[config.mk]
export PLATFORM = sky130hd
export DESIGN_NAME = spdt_debouncer
export DESIGN_NICKNAME = d
export VERILOG_FILES = /design/src/rtl/board_pkg.sv /design/src/rtl/debounce_bit.sv /design/src/rtl/spdt_debouncer.sv
export SDC_FILE = /design/constraint.sdc
export NUM_CORES = 1
export LEC_CHECK = 0
export BUFFER_PORTS_ARGS = -buffer_cell sky130_fd_sc_hd__buf_4
export CORE_MARGIN = 4
export CORE_UTILIZATION = 55
export DETAILED_ROUTE_END_ITERATION = 12
export GPL_ROUTABILITY_DRIVEN = 0
export PLACE_DENSITY_LB_ADDON = 0.3
export SYNTH_ARGS = -nofsm -noshare
export SYNTH_HDL_FRONTEND = slang
export SYNTH_SLANG_ARGS = --single-unit
[constraint.sdc]
create_clock -name MCLK -period 2.85 [get_ports MCLK]
set_clock_uncertainty 0.15 [all_clocks]
set_input_delay 0.1425 -clock MCLK [delete_from_list [all_inputs] [get_ports MCLK]]
set_output_delay 0.1425 -clock MCLK [all_outputs]
set_load 0.03 [all_outputs]
[src/rtl/board_pkg.sv]
// Board-wide constants shared by the switch conditioning logic and the minigame.
// Also holds the per-bit debounce state type.
package board_pkg;

    localparam int CLK_HZ         = 50_000_000;
    localparam int SW_COUNT       = 10;
    localparam int DB_CYCLES_10MS = 500_000;
    localparam int DB_CNT_W       = 19;

    typedef enum logic {
        ST_STABLE  = 1'b0,
        ST_PENDING = 1'b1
    } db_state_t;

endpackage

[src/rtl/debounce_bit.sv]
// One switch channel: two-flop synchroniser followed by a stability-counting debouncer.
// The next-state level and pulses are exported so the top can register reductions in step.
module debounce_bit
    import board_pkg::*;
#(
    parameter int DB_CYCLES = DB_CYCLES_10MS,
    parameter int CNT_W     = DB_CNT_W
) (
    input  logic i_clk,
    input  logic i_rst_n,
    input  logic i_raw,
    output logic o_level,
    output logic o_rise,
    output logic o_fall,
    output logic o_level_nxt,
    output logic o_rise_nxt,
    output logic o_fall_nxt
);

    localparam logic [CNT_W-1:0] CNT_LAST = CNT_W'(DB_CYCLES - 1);

    logic             r_s1;
    logic             r_s2;
    db_state_t        r_state;
    logic [CNT_W-1:0] r_cnt;
    logic             r_level;
    logic             r_rise;
    logic             r_fall;

    db_state_t        w_state_nxt;
    logic [CNT_W-1:0] w_cnt_nxt;
    logic             w_level_nxt;
    logic             w_rise_nxt;
    logic             w_fall_nxt;

    always_ff @(posedge i_clk) begin
        if (!i_rst_n) begin
            r_s1    <= 1'b0;
            r_s2    <= 1'b0;
            r_state <= ST_STABLE;
            r_cnt   <= '0;
            r_level <= 1'b0;
            r_rise  <= 1'b0;
            r_fall  <= 1'b0;
        end else begin
            r_s1    <= i_raw;
            r_s2    <= r_s1;
            r_state <= w_state_nxt;
            r_cnt   <= w_cnt_nxt;
            r_level <= w_level_nxt;
            r_rise  <= w_rise_nxt;
            r_fall  <= w_fall_nxt;
        end
    end

    // A mismatch on the terminal cycle itself falls into the bounce-back branch first.
    always_comb begin
        w_state_nxt = r_state;
        w_cnt_nxt   = r_cnt;
        w_level_nxt = r_level;
        w_rise_nxt  = 1'b0;
        w_fall_nxt  = 1'b0;
        case (r_state)
            ST_STABLE: begin
                if (r_s2 != r_level) begin
                    w_cnt_nxt   = CNT_W'(1);
                    w_state_nxt = ST_PENDING;
                end else begin
                    w_cnt_nxt = '0;
                end
            end
            ST_PENDING: begin
                if (r_s2 == r_level) begin
                    w_cnt_nxt   = '0;
                    w_state_nxt = ST_STABLE;
                end else if (r_cnt == CNT_LAST) begin
                    w_level_nxt = r_s2;
                    w_rise_nxt  = r_s2;
                    w_fall_nxt  = ~r_s2;
                    w_cnt_nxt   = '0;
                    w_state_nxt = ST_STABLE;
                end else begin
                    w_cnt_nxt = r_cnt + CNT_W'(1);
                end
            end
            default: begin
                w_cnt_nxt   = '0;
                w_state_nxt = ST_STABLE;
            end
        endcase
    end

    assign o_level     = r_level;
    assign o_rise      = r_rise;
    assign o_fall      = r_fall;
    assign o_level_nxt = w_level_nxt;
    assign o_rise_nxt  = w_rise_nxt;
    assign o_fall_nxt  = w_fall_nxt;

endmodule

[src/rtl/spdt_debouncer.sv]
// Conditions the raw slide switches for the minigame: per-bit sync + debounce, edge pulses,
// and an any-change strobe / all-low flag registered alongside the debounced levels.
module spdt_debouncer
    import board_pkg::*;
#(
    parameter int WIDTH     = SW_COUNT,
    parameter int DB_CYCLES = DB_CYCLES_10MS,
    parameter int CNT_W     = DB_CNT_W
) (
    input  logic             MCLK,
    input  logic             RESET_N,
    input  logic [WIDTH-1:0] SPDT_RAW,
    output logic [WIDTH-1:0] SPDT,
    output logic [WIDTH-1:0] SPDT_RISE,
    output logic [WIDTH-1:0] SPDT_FALL,
    output logic             CHANGED,
    output logic             ALL_LOW
);

    logic [WIDTH-1:0] w_level_nxt;
    logic [WIDTH-1:0] w_rise_nxt;
    logic [WIDTH-1:0] w_fall_nxt;
    logic             r_changed;
    logic             r_all_low;

    for (genvar g = 0; g < WIDTH; g++) begin : g_bit
        debounce_bit #(
            .DB_CYCLES (DB_CYCLES),
            .CNT_W     (CNT_W)
        ) u_bit (
            .i_clk       (MCLK),
            .i_rst_n     (RESET_N),
            .i_raw       (SPDT_RAW[g]),
            .o_level     (SPDT[g]),
            .o_rise      (SPDT_RISE[g]),
            .o_fall      (SPDT_FALL[g]),
            .o_level_nxt (w_level_nxt[g]),
            .o_rise_nxt  (w_rise_nxt[g]),
            .o_fall_nxt  (w_fall_nxt[g])
        );
    end

    // Built from next-state values so both flags land in the same cycle as SPDT.
    always_ff @(posedge MCLK) begin
        if (!RESET_N) begin
            r_changed <= 1'b0;
            r_all_low <= 1'b1;
        end else begin
            r_changed <= |(w_rise_nxt | w_fall_nxt);
            r_all_low <= (w_level_nxt == '0);
        end
    end

    assign CHANGED = r_changed;
    assign ALL_LOW = r_all_low;

endmodule
==> After elaboration in Yosys (flattened, before gate mapping) <==
Cells that the tools add are included.
{ "classes": {"n_addsub": 10, "eq_ne": 30, "mux": 170, "bitwise": 21, "n_reduce_logical": 2} }
{ "op_table": {"columns": ["cell", "n"], "rows": [
  ["$mux 19", 20],
  ["$pmux 19 s2", 10],
  ["$add 19x1->19 const B", 10],
  ["$eq 19x19->1 const B", 10],
  ["$mux 1", 130],
  ["$not 1->1", 20],
  ["$pmux 1 s2", 10],
  ["$eq 1x1->1", 10],
  ["$logic_not 10->1", 1],
  ["$ne 1x1->1", 10],
  ["$or 10x10->10", 1],
  ["$reduce_or 10->1", 1]
]} }
{ "word_totals": {"reg_bits": 252, "input_bits": 12, "output_inout_bits": 32, "word_cells": 305} }

==> Logic depth before layout (Yosys ltp) <==
Gate-level depths: netlist of run 1.
{ "depth": {"word_depth": 6, "ltp_mapped": 8, "ltp_nobuf": 7} }

==> Hierarchy <==
Synthesis of run 1 repeated with hierarchy kept, for this count alone.
{ "unflattened": {"hier_cells": 1216, "area_unflattened_um2": 11100.6} }
{ "modules_own_cells": {"columns": ["mod", "n_inst", "cells_per_inst", "area_per_inst_um2", "seq_area_each_um2"], "rows": [
  ["debounce_bit (g_bit[0].u_bit ...)", 9, 120, 1098.6, 500.5],
  ["debounce_bit (g_bit[9].u_bit)", 1, 123, 1094.8, 500.5],
  ["spdt_debouncer", 1, 13, 118.9, 40.0]
]} }

==> Least setup slack after synthesis of run 1 <==
OpenSTA, ideal clock, no wires.
{ "synth_timing": {"kind": "reg-to-reg", "startpoint": "reg g_bit[8].u_bit.r_cnt[5]", "endpoint": "reg r_all_low (netlist: ALL_LOW)", "setup_time_ns": 0.087, "arrival_time_ns": 2.102, "required_time_ns": 2.613, "path_slack_ns": 0.511, "path_stages_with_launch": 8, "n_path_buf": 1, "synth_period_minus_slack_ns": 2.339, "path_cell_list": "dfxtp_1 -> or4b_2 -> nor4_1 -> and4_1 -> buf_2 -> mux2i_1 -> nand4_1 -> o31ai_1"} }
{ "synth_via": {"elab_chain_len": 5} }
{ "synth_lines": {"columns": ["item", "line_no", "text"], "rows": [
  ["from (decl)", "debounce_bit.sv:25", "logic [CNT_W-1:0] r_cnt;"],
  ["from (signal assigned)", "debounce_bit.sv:49", "r_cnt <= w_cnt_nxt;"],
  ["$eq 19x19->1", "debounce_bit.sv:76", "end else if (r_cnt == CNT_LAST) begin"],
  ["$mux 1", "debounce_bit.sv:76", null],
  ["$mux 1", "debounce_bit.sv:73", "if (r_s2 == r_level) begin"],
  ["$mux 1", "debounce_bit.sv:63", "case (r_state)"],
  ["$logic_not 10->1", "spdt_debouncer.sv:50", "r_all_low <= (w_level_nxt == '0);"],
  ["to (signal assigned)", "spdt_debouncer.sv:50", null],
  ["to (decl)", "spdt_debouncer.sv:24", "logic r_all_low;"]
]} }
No other way between the ends.
A chain may end at the register's enable or synchronous reset.

==> Worst setup path after layout of run 1 <==
Same ends and word-level chain as after synthesis.

==> results of run 1 <==
-- cells by family after synthesis --
family,share of synthesized area
adder cells (fa/ha/maj),0.01193
buffers and inverters,0.04021
AND/OR/NAND/NOR,0.2901
flip-flops,0.4811
XOR/XNOR,0.1437
AO/OA/AOI/OAI,0.02351
multiplexers,0.009546
-- placed cells by master (no fill, tap or decap), types with 12 or more instances in the layout --
master         count
xnor2_1           58
nor3b_1           17
and3_1            33
clkbuf_16         27
xor2_1           114
or3_1             12
buf_4             56
and2_1            28
inv_1             23
nor2_1           225
nand3_1           80
dfxtp_1          252
nor3_1            22
nand4_1           33
and4_1            13
nand2_1           84
dlygate4sd3_1     14
-- layout make-up --
cell class	instances	area share
clock buffers	29	0.05707
clock inverters	19	0.02341
inverters	24	0.007525
multi-input cells	829	0.4193
flip-flops and latches	252	0.4214
well taps	234	0.02446
repair buffers	70	0.04682
-- state kept, by name, summed over array words and instances (netlist names) --
register	flops
g_bit.u_bit.o_fall	10
g_bit.u_bit.r_cnt	190
CHANGED	1
g_bit.u_bit.r_s1	10
g_bit.u_bit.r_s2	10
g_bit.u_bit.o_rise	10
g_bit.u_bit.o_level	10
ALL_LOW	1
g_bit.u_bit.r_state	10
-- how the worst max path moves through the flow --
stage	depth (start not counted)	slack (ns)	endpoint	from
after global routing	6	0.10	ALL_LOW	g_bit[8].u_bit.r_cnt[5]
after global placement	6	0.34	ALL_LOW	g_bit[8].u_bit.r_cnt[5]
after CTS	6	0.29	ALL_LOW	g_bit[8].u_bit.r_cnt[5]
after detailed placement	6	0.30	ALL_LOW	g_bit[8].u_bit.r_cnt[5]
after floorplan	7	0.51	ALL_LOW	g_bit[8].u_bit.r_cnt[5]
final	6	0.30	ALL_LOW	g_bit[8].u_bit.r_cnt[5]
-- cells in the mapped netlist, types with 6 or more instances --
master / number / area [µm²]
nor4b_1: 7 / 61.31
xnor2_1: 58 / 508.0
o21ai_0: 8 / 40.04
buf_4: 32 / 240.2
nand3_1: 80 / 400.4
dfxtp_1: 252 / 5045
nand2_1: 84 / 315.3
xor2_1: 114 / 998.5
nor3b_1: 17 / 127.6
nor4bb_1: 7 / 70.07
and2_1: 28 / 175.2
nor4_1: 8 / 50.05
nor3_1: 22 / 110.1
a211oi_1: 6 / 45.04
and4b_1: 6 / 60.06
mux2i_1: 10 / 100.1
nand4_1: 33 / 206.5
nor2_1: 225 / 844.6
a21oi_1: 8 / 40.04
inv_1: 23 / 86.33
or3_1: 12 / 75.07
clkbuf_1: 11 / 41.29
ha_1: 10 / 125.1
and4_1: 13 / 113.9
buf_2: 6 / 30.03
and3_1: 33 / 206.5
-- routing by layer --
| layer | GRT usage | wire length, µm | vias to the layer above |
|---|---|---|---|
| met2 | 0.2970 | 8544 | 99 |
| met5 | 0 | 0 | - |
| met4 | 0.05268 | 512 | 0 |
| li1 | - | - | 3977 |
| met3 | 0.02948 | 627 | 39 |
| met1 | 0.2474 | 9486 | 3546 |
-- worst max-delay path, stage by stage, from the launching register on --
cell     delay [ns]
dfxtp_1        0.35
or4b_2         0.68
nor4_1         0.34
and4_1         0.35
mux2i_1        0.24
nand4_1        0.12
o31ai_1        0.23
-- power by group through the flow --
stage | logic, W | registers [W] | clock network, W
floorplan | 0.0000373 | 0.00363 | 0
global placement | 0.0000595 | 0.00364 | 0
detailed placement | 0.0000605 | 0.00364 | 0
CTS | 0.0000756 | 0.00356 | 0.00380
global route | 0.0000842 | 0.00356 | 0.00396
finish | 0.0000752 | 0.00356 | 0.00371
-- through the flow --
step	instances	setup WS (ns)
global route	1457	0.1034
CTS	1457	0.2889
detailed placement	1395	0.3016
global placement	1395	0.3419
floorplan	1157	0.5108
finish	1457	0.2992
==> out/summary.txt, run 1 <==
STATUS
------------------------------------------------------------------------------------------
Run status .................................................................. complete, no violations

LAYOUT
------------------------------------------------------------------------------------------
Number of nets in the layout ................................................         1225
Count of antenna diodes in the layout .......................................            0
Synth-to-Final Area Change ..................................................       14.16%
Area of the multi-input gates ...............................................     5020 µm²
Layout cell share with drive strength beyond 1 ..............................      0.09158
Summed area of non-filler cells in the final layout .........................    11970 µm²
Sequential cell area ........................................................     5045 µm²
Fill count ..................................................................         1541
Core occupancy in the finished layout .......................................       0.6400

CRITICAL PATH
------------------------------------------------------------------------------------------
Highest net fanout along the worst path .....................................            5
Worst reg2reg path endpoint .................................................      ALL_LOW
WP data arrival .............................................................      2.84 ns
CP Data Required Time .......................................................      3.14 ns
Worst R2R Start ............................................................. g_bit[8].u_bit.r_cnt[5]
Type of element capturing the critical path .................................         flop
Launching element type of the critical path .................................         flop
Flop-to-flop setup slack ....................................................      0.30 ns
Class of the most critical setup path ....................................... flop to flop
Number of cells on the worst reg-to-reg path ................................            6

SYNTHESIS
------------------------------------------------------------------------------------------
Number of enable flip-flop cells after synthesis ............................            0
Post-Synthesis Net Count ....................................................         1179
Post-synth cell types .......................................................           51
Synthesized instance count ..................................................         1157
Total of warnings raised by yosys ...........................................            0
Sequential fraction of the synthesis area ...................................       0.4811
Area of the mapped netlist ..................................................    10490 µm²
Proportion of synthesized flip-flops having asynchronous set or reset .......            0
Avg Synthesized Cell Area ...................................................    9.063 µm²
Number of synthesized register bits .........................................          252
Post-synth top flop .........................................................      dfxtp_1

TIMING
------------------------------------------------------------------------------------------
Worst slew slack as a fraction of its limit .................................       0.5162
Shortest period the worst path allows .......................................     2.551 ns
Final hold vios .............................................................            0
Setup TNS ...................................................................         0 ns
Highest achievable clock rate ...............................................   0.3920 GHz
Unrepaired setup endpoints after global routing .............................        false
Part of the cycle the worst path needs ......................................       0.8950
Max-slew violation count ....................................................            0
Final hold slack ............................................................    0.2221 ns
Worst-margin pin slew .......................................................    0.7236 ns
Setup Viol. Count Final .....................................................            0

CLOCK TREE
------------------------------------------------------------------------------------------
Number of cells upsized or downsized after cts ..............................            0
Clock edge transition at the registers on the reported setup and hold paths .      0.06 ns
H-tree depth ................................................................            1
Hold buffer count at cts ....................................................           14
Clock latency on the worst-skew pair ........................................      0.52 ns
Clock tree from TritonCTS ...................................................         done
Clock tree root buffer cell .................................................    clkbuf_16
Largest buffer count on any clock path ......................................            3
Clock sink count ............................................................          252
Clock buffers created by TritonCTS ..........................................           26
Post-CTS Repair Setup Buffers ...............................................            0

DETAILED ROUTING
------------------------------------------------------------------------------------------
Drt pass-1 iters ............................................................            4
Iteration-0 DRC Markers .....................................................          349
Post-route DRC ..............................................................            0
Via-per-instance ratio ......................................................        5.258
Vias after detailed routing .................................................         7661
Routed WL ...................................................................     19170 µm
Average routed wire per standard cell .......................................     13.16 µm
Antenna Violating Nets Remaining ............................................            0

FLOORPLAN
------------------------------------------------------------------------------------------
Effective utilization at floorplan ..........................................       0.5606
Floorplan die area ..........................................................    21340 µm²
Vertical extent of the die ..................................................     146.1 µm
Number of placement rows ....................................................           50
I/O Pins ....................................................................           44
Die X-Extent ................................................................     146.1 µm
Core region area ............................................................    18710 µm²

GLOBAL ROUTING
------------------------------------------------------------------------------------------
Wire length of the first global-routing pass ................................     33750 µm
Pin count of the biggest net entering global routing ........................           27
Number of global-route vias before repair ...................................         7377
Tot GR Track Use ............................................................       0.1807
Number of antenna violations at the first check in global routing ...........            0
Total overflow reported by the global router ................................            0

PWR
------------------------------------------------------------------------------------------
Peak supply drop ............................................................  0.0004050 V
Part of the total power dissipated in sequential elements ...................        0.484
Net switching power figure ..................................................   0.001472 W
Switch share ................................................................       0.2003
Total power draw ............................................................   0.007348 W
PD cells .................................................................... 613.8 nW/µm²
Fraction of power consumed by the clock network .............................        0.506
Power Internal ..............................................................   0.005877 W
Leakage power of the design .................................................     4.102 nW
Combinational share of power ................................................        0.010

HOLD PATH
------------------------------------------------------------------------------------------
Hold Path Depth .............................................................            3
Min-delay worst type ........................................................ input port to flop
Hold Startpoint .............................................................  SPDT_RAW[3]
End point of the worst hold path ............................................ g_bit[3].u_bit.r_s1

PLACE
------------------------------------------------------------------------------------------
Placement Cell Area .........................................................    10870 µm²
Number of port buffers ......................................................           43
Detailed Place HPWL .........................................................     13420 µm

FLOW RUN
------------------------------------------------------------------------------------------
Count of max-cap constraint violations ......................................            0

Note: power is estimated with default switching activity, not from simulation.
==> run 2, diff against run 1 <==
- HOLD_SLACK_MARGIN: unset -> 0.06
- MAX_ROUTING_LAYER: unset -> met4
==> out/summary.txt, run 2 (same netlist as run 1, synthesis figures left out) <==
DETAILED ROUTING
------------------------------------------------------------------------------------------
Iteration-0 DRC Markers .....................................................          383   +9.7%
Routed WL ...................................................................     19160 µm   about the same
Total length of routed met3 wires ...........................................       662 µm   +5.6%
Via-per-instance ratio ......................................................        5.262   about the same
Average routed wire per standard cell .......................................     13.15 µm   about the same
Drt pass-1 iters ............................................................            5   +1
Antenna Violating Nets Remaining ............................................            0   unchanged
Met2 routed wirelength ......................................................      8557 µm   +0.15%
WL met1 .....................................................................      9440 µm   -0.48%
Post-route DRC ..............................................................            0   unchanged
Vias after detailed routing .................................................         7667   +0.078%
Highest routed metal layer ..................................................         met4

CLOCK TREE
------------------------------------------------------------------------------------------
Clock sink count ............................................................          252   unchanged
Clock edge transition at the registers on the reported setup and hold paths .      0.06 ns   about the same
Number of cells upsized or downsized after cts ..............................            0   unchanged
Post-CTS Repair Setup Buffers ...............................................            0   unchanged
H-tree depth ................................................................            1   unchanged
Clock latency on the worst-skew pair ........................................      0.52 ns   about the same
Clock tree root buffer cell .................................................    clkbuf_16
Largest buffer count on any clock path ......................................            3   unchanged
Clock tree from TritonCTS ...................................................         done
Clock buffers created by TritonCTS ..........................................           26   unchanged
Hold buffer count at cts ....................................................           14   unchanged

FLOORPLAN
------------------------------------------------------------------------------------------
Core region area ............................................................    18710 µm²   unchanged
Vertical extent of the die ..................................................     146.1 µm   unchanged
Effective utilization at floorplan ..........................................       0.5606   unchanged
Floorplan die area ..........................................................    21340 µm²   unchanged
Die X-Extent ................................................................     146.1 µm   unchanged
I/O Pins ....................................................................           44   unchanged
Number of placement rows ....................................................           50   unchanged

LAYOUT
------------------------------------------------------------------------------------------
Register with the most flip-flops ........................................... g_bit.u_bit.r_cnt
Number of nets in the layout ................................................         1225   unchanged
Most common cell after layout, fill and taps aside ..........................      dfxtp_1
Top library cells by usage in the layout, fill and taps aside ............... dfxtp_1, nor2_1, xor2_1, nand2_1, nand3_1
Fill count ..................................................................         1541   unchanged
Summed area of non-filler cells in the final layout .........................    11970 µm²   unchanged
Layout cell share with drive strength beyond 1 ..............................      0.09158   unchanged
Count of antenna diodes in the layout .......................................            0   unchanged
Number of flip-flops under the largest register name ........................          190   unchanged
Synth-to-Final Area Change ..................................................       14.16%   unchanged

PWR
------------------------------------------------------------------------------------------
Peak supply drop ............................................................  0.0004053 V   about the same
Leakage power of the design .................................................     4.102 nW   unchanged
PD cells .................................................................... 614.0 nW/µm²   about the same
Total power draw ............................................................   0.007351 W   about the same

GLOBAL ROUTING
------------------------------------------------------------------------------------------
Tot GR Track Use ............................................................       0.1860   +0.005265
Number of antenna violations at the first check in global routing ...........            0   unchanged
Pin count of the biggest net entering global routing ........................           27   unchanged
Wire length of the first global-routing pass ................................     33720 µm   -0.10%
Number of global-route vias before repair ...................................         7380   +0.041%
Total overflow reported by the global router ................................            0   unchanged

CRITICAL PATH
------------------------------------------------------------------------------------------
Launching element type of the critical path .................................         flop
CP Data Required Time .......................................................      3.14 ns   about the same
WP data arrival .............................................................      2.84 ns   about the same
Type of element capturing the critical path .................................         flop
Class of the most critical setup path ....................................... flop to flop
Number of cells on the worst reg-to-reg path ................................            6   unchanged
Highest net fanout along the worst path .....................................            5   unchanged

PLACE
------------------------------------------------------------------------------------------
Number of port buffers ......................................................           43   unchanged
Place WS ....................................................................    0.3016 ns   unchanged
Placement Cell Area .........................................................    10870 µm²   unchanged
Detailed Place HPWL .........................................................     13420 µm   unchanged

TIMING
------------------------------------------------------------------------------------------
Worst-margin pin slew .......................................................    0.7265 ns   +0.002979 ns
Highest achievable clock rate ...............................................   0.3920 GHz   about the same
Setup TNS ...................................................................         0 ns   unchanged
Max-slew violation count ....................................................            0   unchanged
Final hold vios .............................................................            0   unchanged
Post-layout worst setup margin ..............................................    0.2992 ns   -0.00003200 ns
Part of the cycle the worst path needs ......................................       0.8950   about the same
Unrepaired setup endpoints after global routing .............................        false
Shortest period the worst path allows .......................................     2.551 ns   +0.00003200 ns
Setup Viol. Count Final .....................................................            0   unchanged
Final hold slack ............................................................    0.2206 ns   -0.001490 ns
Worst slew slack as a fraction of its limit .................................       0.5142   -0.001992

HOLD PATH
------------------------------------------------------------------------------------------
Min-delay worst type ........................................................ input port to flop
Hold Path Depth .............................................................            3   unchanged

FLOW RUN
------------------------------------------------------------------------------------------
Count of max-cap constraint violations ......................................            0   unchanged

STATUS
------------------------------------------------------------------------------------------
Run status .................................................................. complete, no violations

## run 2: cell counts in the layout (fill, tap and decap cells not counted)
No cell type changed its count.
## run 2: worst paths after layout
path / to / from / slack (ns)
setup / recovery: ALL_LOW / g_bit[8].u_bit.r_cnt[5] / 0.30
setup reg to reg: ALL_LOW / g_bit[8].u_bit.r_cnt[5] / 0.30
hold / removal: g_bit[3].u_bit.r_s1 / SPDT_RAW[3] / 0.22
hold reg to reg: g_bit[9].u_bit.r_cnt[0] / g_bit[9].u_bit.r_state / 0.29
## run 2: cell type report
type | count | area, µm² | share of cell area
inverter | 24 | 90.09 | 0.007525
timing repair buffer | 70 | 560.5 | 0.04682
sequential | 252 | 5045 | 0.4214
clock buffer | 29 | 683.2 | 0.05707
clock inverter | 19 | 280.3 | 0.02341
multi-input combinational | 829 | 5020 | 0.4193
tap | 234 | 292.8 | 0.02446
## run 2: through the flow
| step | utilization | std cells |
|---|---|---|
| 2_1_floorplan | - | 1157 |
| 3_3_place_gp | 0.5810 | 1395 |
| 3_5_place_dp | 0.5810 | 1395 |
| 4_1_cts | 0.6400 | 1457 |
| 5_1_grt | 0.6400 | 1457 |
| 6_report | 0.6400 | 1457 |
## run 2: per-layer routing
metal  track usage  vias up
met5             -        -
met4       0.05268        0
met3       0.02948       40
met2        0.2973      101
met1        0.2468     3549
li1              -     3977
## run 2: where the power goes
part	switching [W]	total, W	leakage, nW	internal [W]
Clock	0.00142	0.00372	0.456	0.00229
Sequential	0.0000158	0.00356	2.03	0.00354
Combinational	0.0000360	0.0000752	1.61	0.0000392
## run 2: worst max-delay path, cell delays in order, from the launching register on
cell and delay (ns):
dfxtp_1 0.35, or4b_2 0.68, nor4_1 0.34, and4_1 0.35, mux2i_1 0.24, nand4_1 0.12, o31ai_1 0.23
==> run 3, diff against run 2 <==
- BUFFER_PORTS_ARGS: -buffer_cell sky130_fd_sc_hd__buf_4 -> -buffer_cell sky130_fd_sc_hd__buf_2
==> out/summary.txt, run 3 (same netlist as run 1, synthesis figures left out) <==
FLOORPLAN
------------------------------------------------------------------------------------------
I/O Pins ....................................................................           44   unchanged
Effective utilization at floorplan ..........................................       0.5606   unchanged
Number of placement rows ....................................................           50   unchanged
Core region area ............................................................    18710 µm²   unchanged
Floorplan die area ..........................................................    21340 µm²   unchanged
Vertical extent of the die ..................................................     146.1 µm   unchanged
Die X-Extent ................................................................     146.1 µm   unchanged

CRITICAL PATH
------------------------------------------------------------------------------------------
Type of element capturing the critical path .................................         flop
Worst path buffer plus inverter count .......................................            0   unchanged
CP Data Required Time .......................................................      3.13 ns   about the same
Launching element type of the critical path .................................         flop
Worst reg2reg path endpoint .................................................      ALL_LOW
Worst R2R Start ............................................................. g_bit[8].u_bit.r_cnt[5]
Critical path cell sequence ................................................. or4b_2, nor4_1, and4_1, mux2i_1, nand4_1, o31ai_1
Largest stage delay, worst path .............................................      0.67 ns   about the same
Slowest stage cell on the critical path .....................................       or4b_2
Class of the most critical setup path ....................................... flop to flop
Number of cells on the worst reg-to-reg path ................................            6   unchanged
Flop-to-flop setup slack ....................................................      0.30 ns   about the same
Highest net fanout along the worst path .....................................            5   unchanged
WP data arrival .............................................................      2.83 ns   about the same
Kind of cell adding the most delay to the critical path ..................... simple AND/OR/NAND/NOR gates

LAYOUT
------------------------------------------------------------------------------------------
Register with the most flip-flops ........................................... g_bit.u_bit.r_cnt
Count of antenna diodes in the layout .......................................            0   unchanged
Number of nets in the layout ................................................         1224   -0.082%
Fill count ..................................................................         1565   +1.6%
Most common cell after layout, fill and taps aside ..........................      dfxtp_1
Top library cells by usage in the layout, fill and taps aside ............... dfxtp_1, nor2_1, xor2_1, nand2_1, nand3_1
Number of flip-flops under the largest register name ........................          190   unchanged
Synth-to-Final Area Change ..................................................       11.38%
Layout cell share with drive strength beyond 1 ..............................      0.08456   -0.007013
Summed area of non-filler cells in the final layout .........................    11680 µm²   -2.4%
Sequential cell area ........................................................     5045 µm²   unchanged
Area of the multi-input gates ...............................................     5020 µm²   unchanged

TIMING
------------------------------------------------------------------------------------------
Unrepaired setup endpoints after global routing .............................        false
Highest achievable clock rate ...............................................   0.3927 GHz   +0.16%
Shortest period the worst path allows .......................................     2.547 ns   -0.004092 ns
Max-slew violation count ....................................................            0   unchanged
Setup Viol. Count Final .....................................................            0   unchanged
Worst-margin pin slew .......................................................    0.7789 ns   +0.05235 ns
Part of the cycle the worst path needs ......................................       0.8936   -0.001436
Worst slew slack as a fraction of its limit .................................       0.4792   -0.03500
Final hold vios .............................................................            0   unchanged
Setup TNS ...................................................................         0 ns   unchanged

HOLD PATH
------------------------------------------------------------------------------------------
End point of the worst hold path ............................................ g_bit[7].u_bit.r_s1
Min-delay worst type ........................................................ input port to flop
Hold Startpoint .............................................................  SPDT_RAW[7]
Hold Path Depth .............................................................            3   unchanged

PWR
------------------------------------------------------------------------------------------
Peak supply drop ............................................................  0.0004334 V   +6.9%
Total power draw ............................................................   0.006746 W   -8.2%
Fraction of power consumed by the clock network .............................        0.462   -0.044
Net switching power figure ..................................................   0.001342 W   -8.9%
PD cells .................................................................... 577.6 nW/µm²   -5.9%
Power Internal ..............................................................   0.005404 W   -8.0%
Leakage power of the design .................................................     4.023 nW   -1.9%
Combinational share of power ................................................        0.011   about the same
Switch share ................................................................       0.1990   -0.001527
Part of the total power dissipated in sequential elements ...................        0.528   +0.044

DETAILED ROUTING
------------------------------------------------------------------------------------------
Via-per-instance ratio ......................................................        5.260   about the same
Vias after detailed routing .................................................         7638   -0.38%
Average routed wire per standard cell .......................................     13.14 µm   about the same
Post-route DRC ..............................................................            0   unchanged
Routed WL ...................................................................     19080 µm   -0.42%
Iteration-0 DRC Markers .....................................................          339   -11%
Antenna Violating Nets Remaining ............................................            0   unchanged
Drt pass-1 iters ............................................................            5   unchanged

CLOCK TREE
------------------------------------------------------------------------------------------
Clock latency on the worst-skew pair ........................................      0.52 ns   about the same
Clock edge transition at the registers on the reported setup and hold paths .      0.06 ns   about the same
Number of cells upsized or downsized after cts ..............................            0   unchanged
Largest buffer count on any clock path ......................................            3   unchanged
Clock sink count ............................................................          252   unchanged
Clock tree from TritonCTS ...................................................         done
Clock buffers created by TritonCTS ..........................................           26   unchanged
Clock tree root buffer cell .................................................    clkbuf_16
Post-CTS Repair Setup Buffers ...............................................            0   unchanged
H-tree depth ................................................................            1   unchanged

PLACE
------------------------------------------------------------------------------------------
Number of port buffers ......................................................           43   unchanged
Detailed Place HPWL .........................................................     13330 µm   -0.68%
Placement Cell Area .........................................................    10760 µm²   -0.99%

GLOBAL ROUTING
------------------------------------------------------------------------------------------
Number of antenna violations at the first check in global routing ...........            0   unchanged
Pin count of the biggest net entering global routing ........................           24   -11%
Total overflow reported by the global router ................................            0   unchanged
Tot GR Track Use ............................................................       0.1836   -0.002397
Number of global-route vias before repair ...................................         7211   -2.3%
Wire length of the first global-routing pass ................................     33240 µm   -1.4%

STATUS
------------------------------------------------------------------------------------------
Run status .................................................................. complete, no violations

FLOW RUN
------------------------------------------------------------------------------------------
Count of max-cap constraint violations ......................................            0   unchanged

==> run 3: how the worst max path moves through the flow <==
| stage | startpoint | end | slack, ns | cells after the start |
|---|---|---|---|---|
| finish | g_bit[8].u_bit.r_cnt[5] | ALL_LOW | 0.30 | 6 |
| global route | g_bit[8].u_bit.r_cnt[5] | ALL_LOW | 0.19 | 6 |
| CTS | g_bit[8].u_bit.r_cnt[5] | ALL_LOW | 0.29 | 6 |
| detailed placement | g_bit[8].u_bit.r_cnt[5] | ALL_LOW | 0.30 | 6 |
| global placement | g_bit[8].u_bit.r_cnt[5] | ALL_LOW | 0.31 | 6 |
| floorplan | g_bit[8].u_bit.r_cnt[5] | ALL_LOW | 0.51 | 7 |
==> run 3: layout make-up <==
class                      count  share of cell area
tap                          234             0.02507
timing repair buffer          69             0.03792
sequential                   252              0.4319
clock buffer                  38             0.06481
clock inverter                 6            0.002785
multi-input combinational    829              0.4298
inverter                      24            0.007713
==> run 3: through the flow <==
step,setup WS (ns),utilization,hold slack (ns),instances
final,0.3033,0.6244,0.2139,1452
after global routing,0.1913,0.6244,0.2261,1452
after CTS,0.2926,0.6244,0.1925,1452
after detailed placement,0.2950,0.5753,0.2006,1395
after global placement,0.3109,0.5753,0.1998,1395
after floorplan,0.5108,-,0.1198,1157
==> run 3: timing repair <==
action                                  in CTS  in global routing
hold buffers                                13                  0
endpoints found under the setup margin       0                  0
hold endpoints to repair                    35                  0
==> run 3: power by group through the flow <==
stage	Combinational (W)	Sequential, W	Clock (W)
floorplan	0.0000373	0.00363	0
global placement	0.0000562	0.00364	0
detailed placement	0.0000569	0.00364	0
CTS	0.0000706	0.00356	0.00319
global route	0.0000802	0.00356	0.00335
finish	0.0000712	0.00356	0.00311
==> run 3: layer usage <==
layer	up-vias	GRT usage	routed length, µm
li1	3974	-	-
met1	3524	0.2491	9393
met2	109	0.2889	8484
met3	31	0.03073	776
met4	0	0.04563	428
met5	-	-	0
==> run 3: worst register-to-register path, stage by stage, from the launching register on <==
cell and delay (ns):
dfxtp_1 0.34, or4b_2 0.67, nor4_1 0.34, and4_1 0.36
mux2i_1 0.25, nand4_1 0.14, o31ai_1 0.23
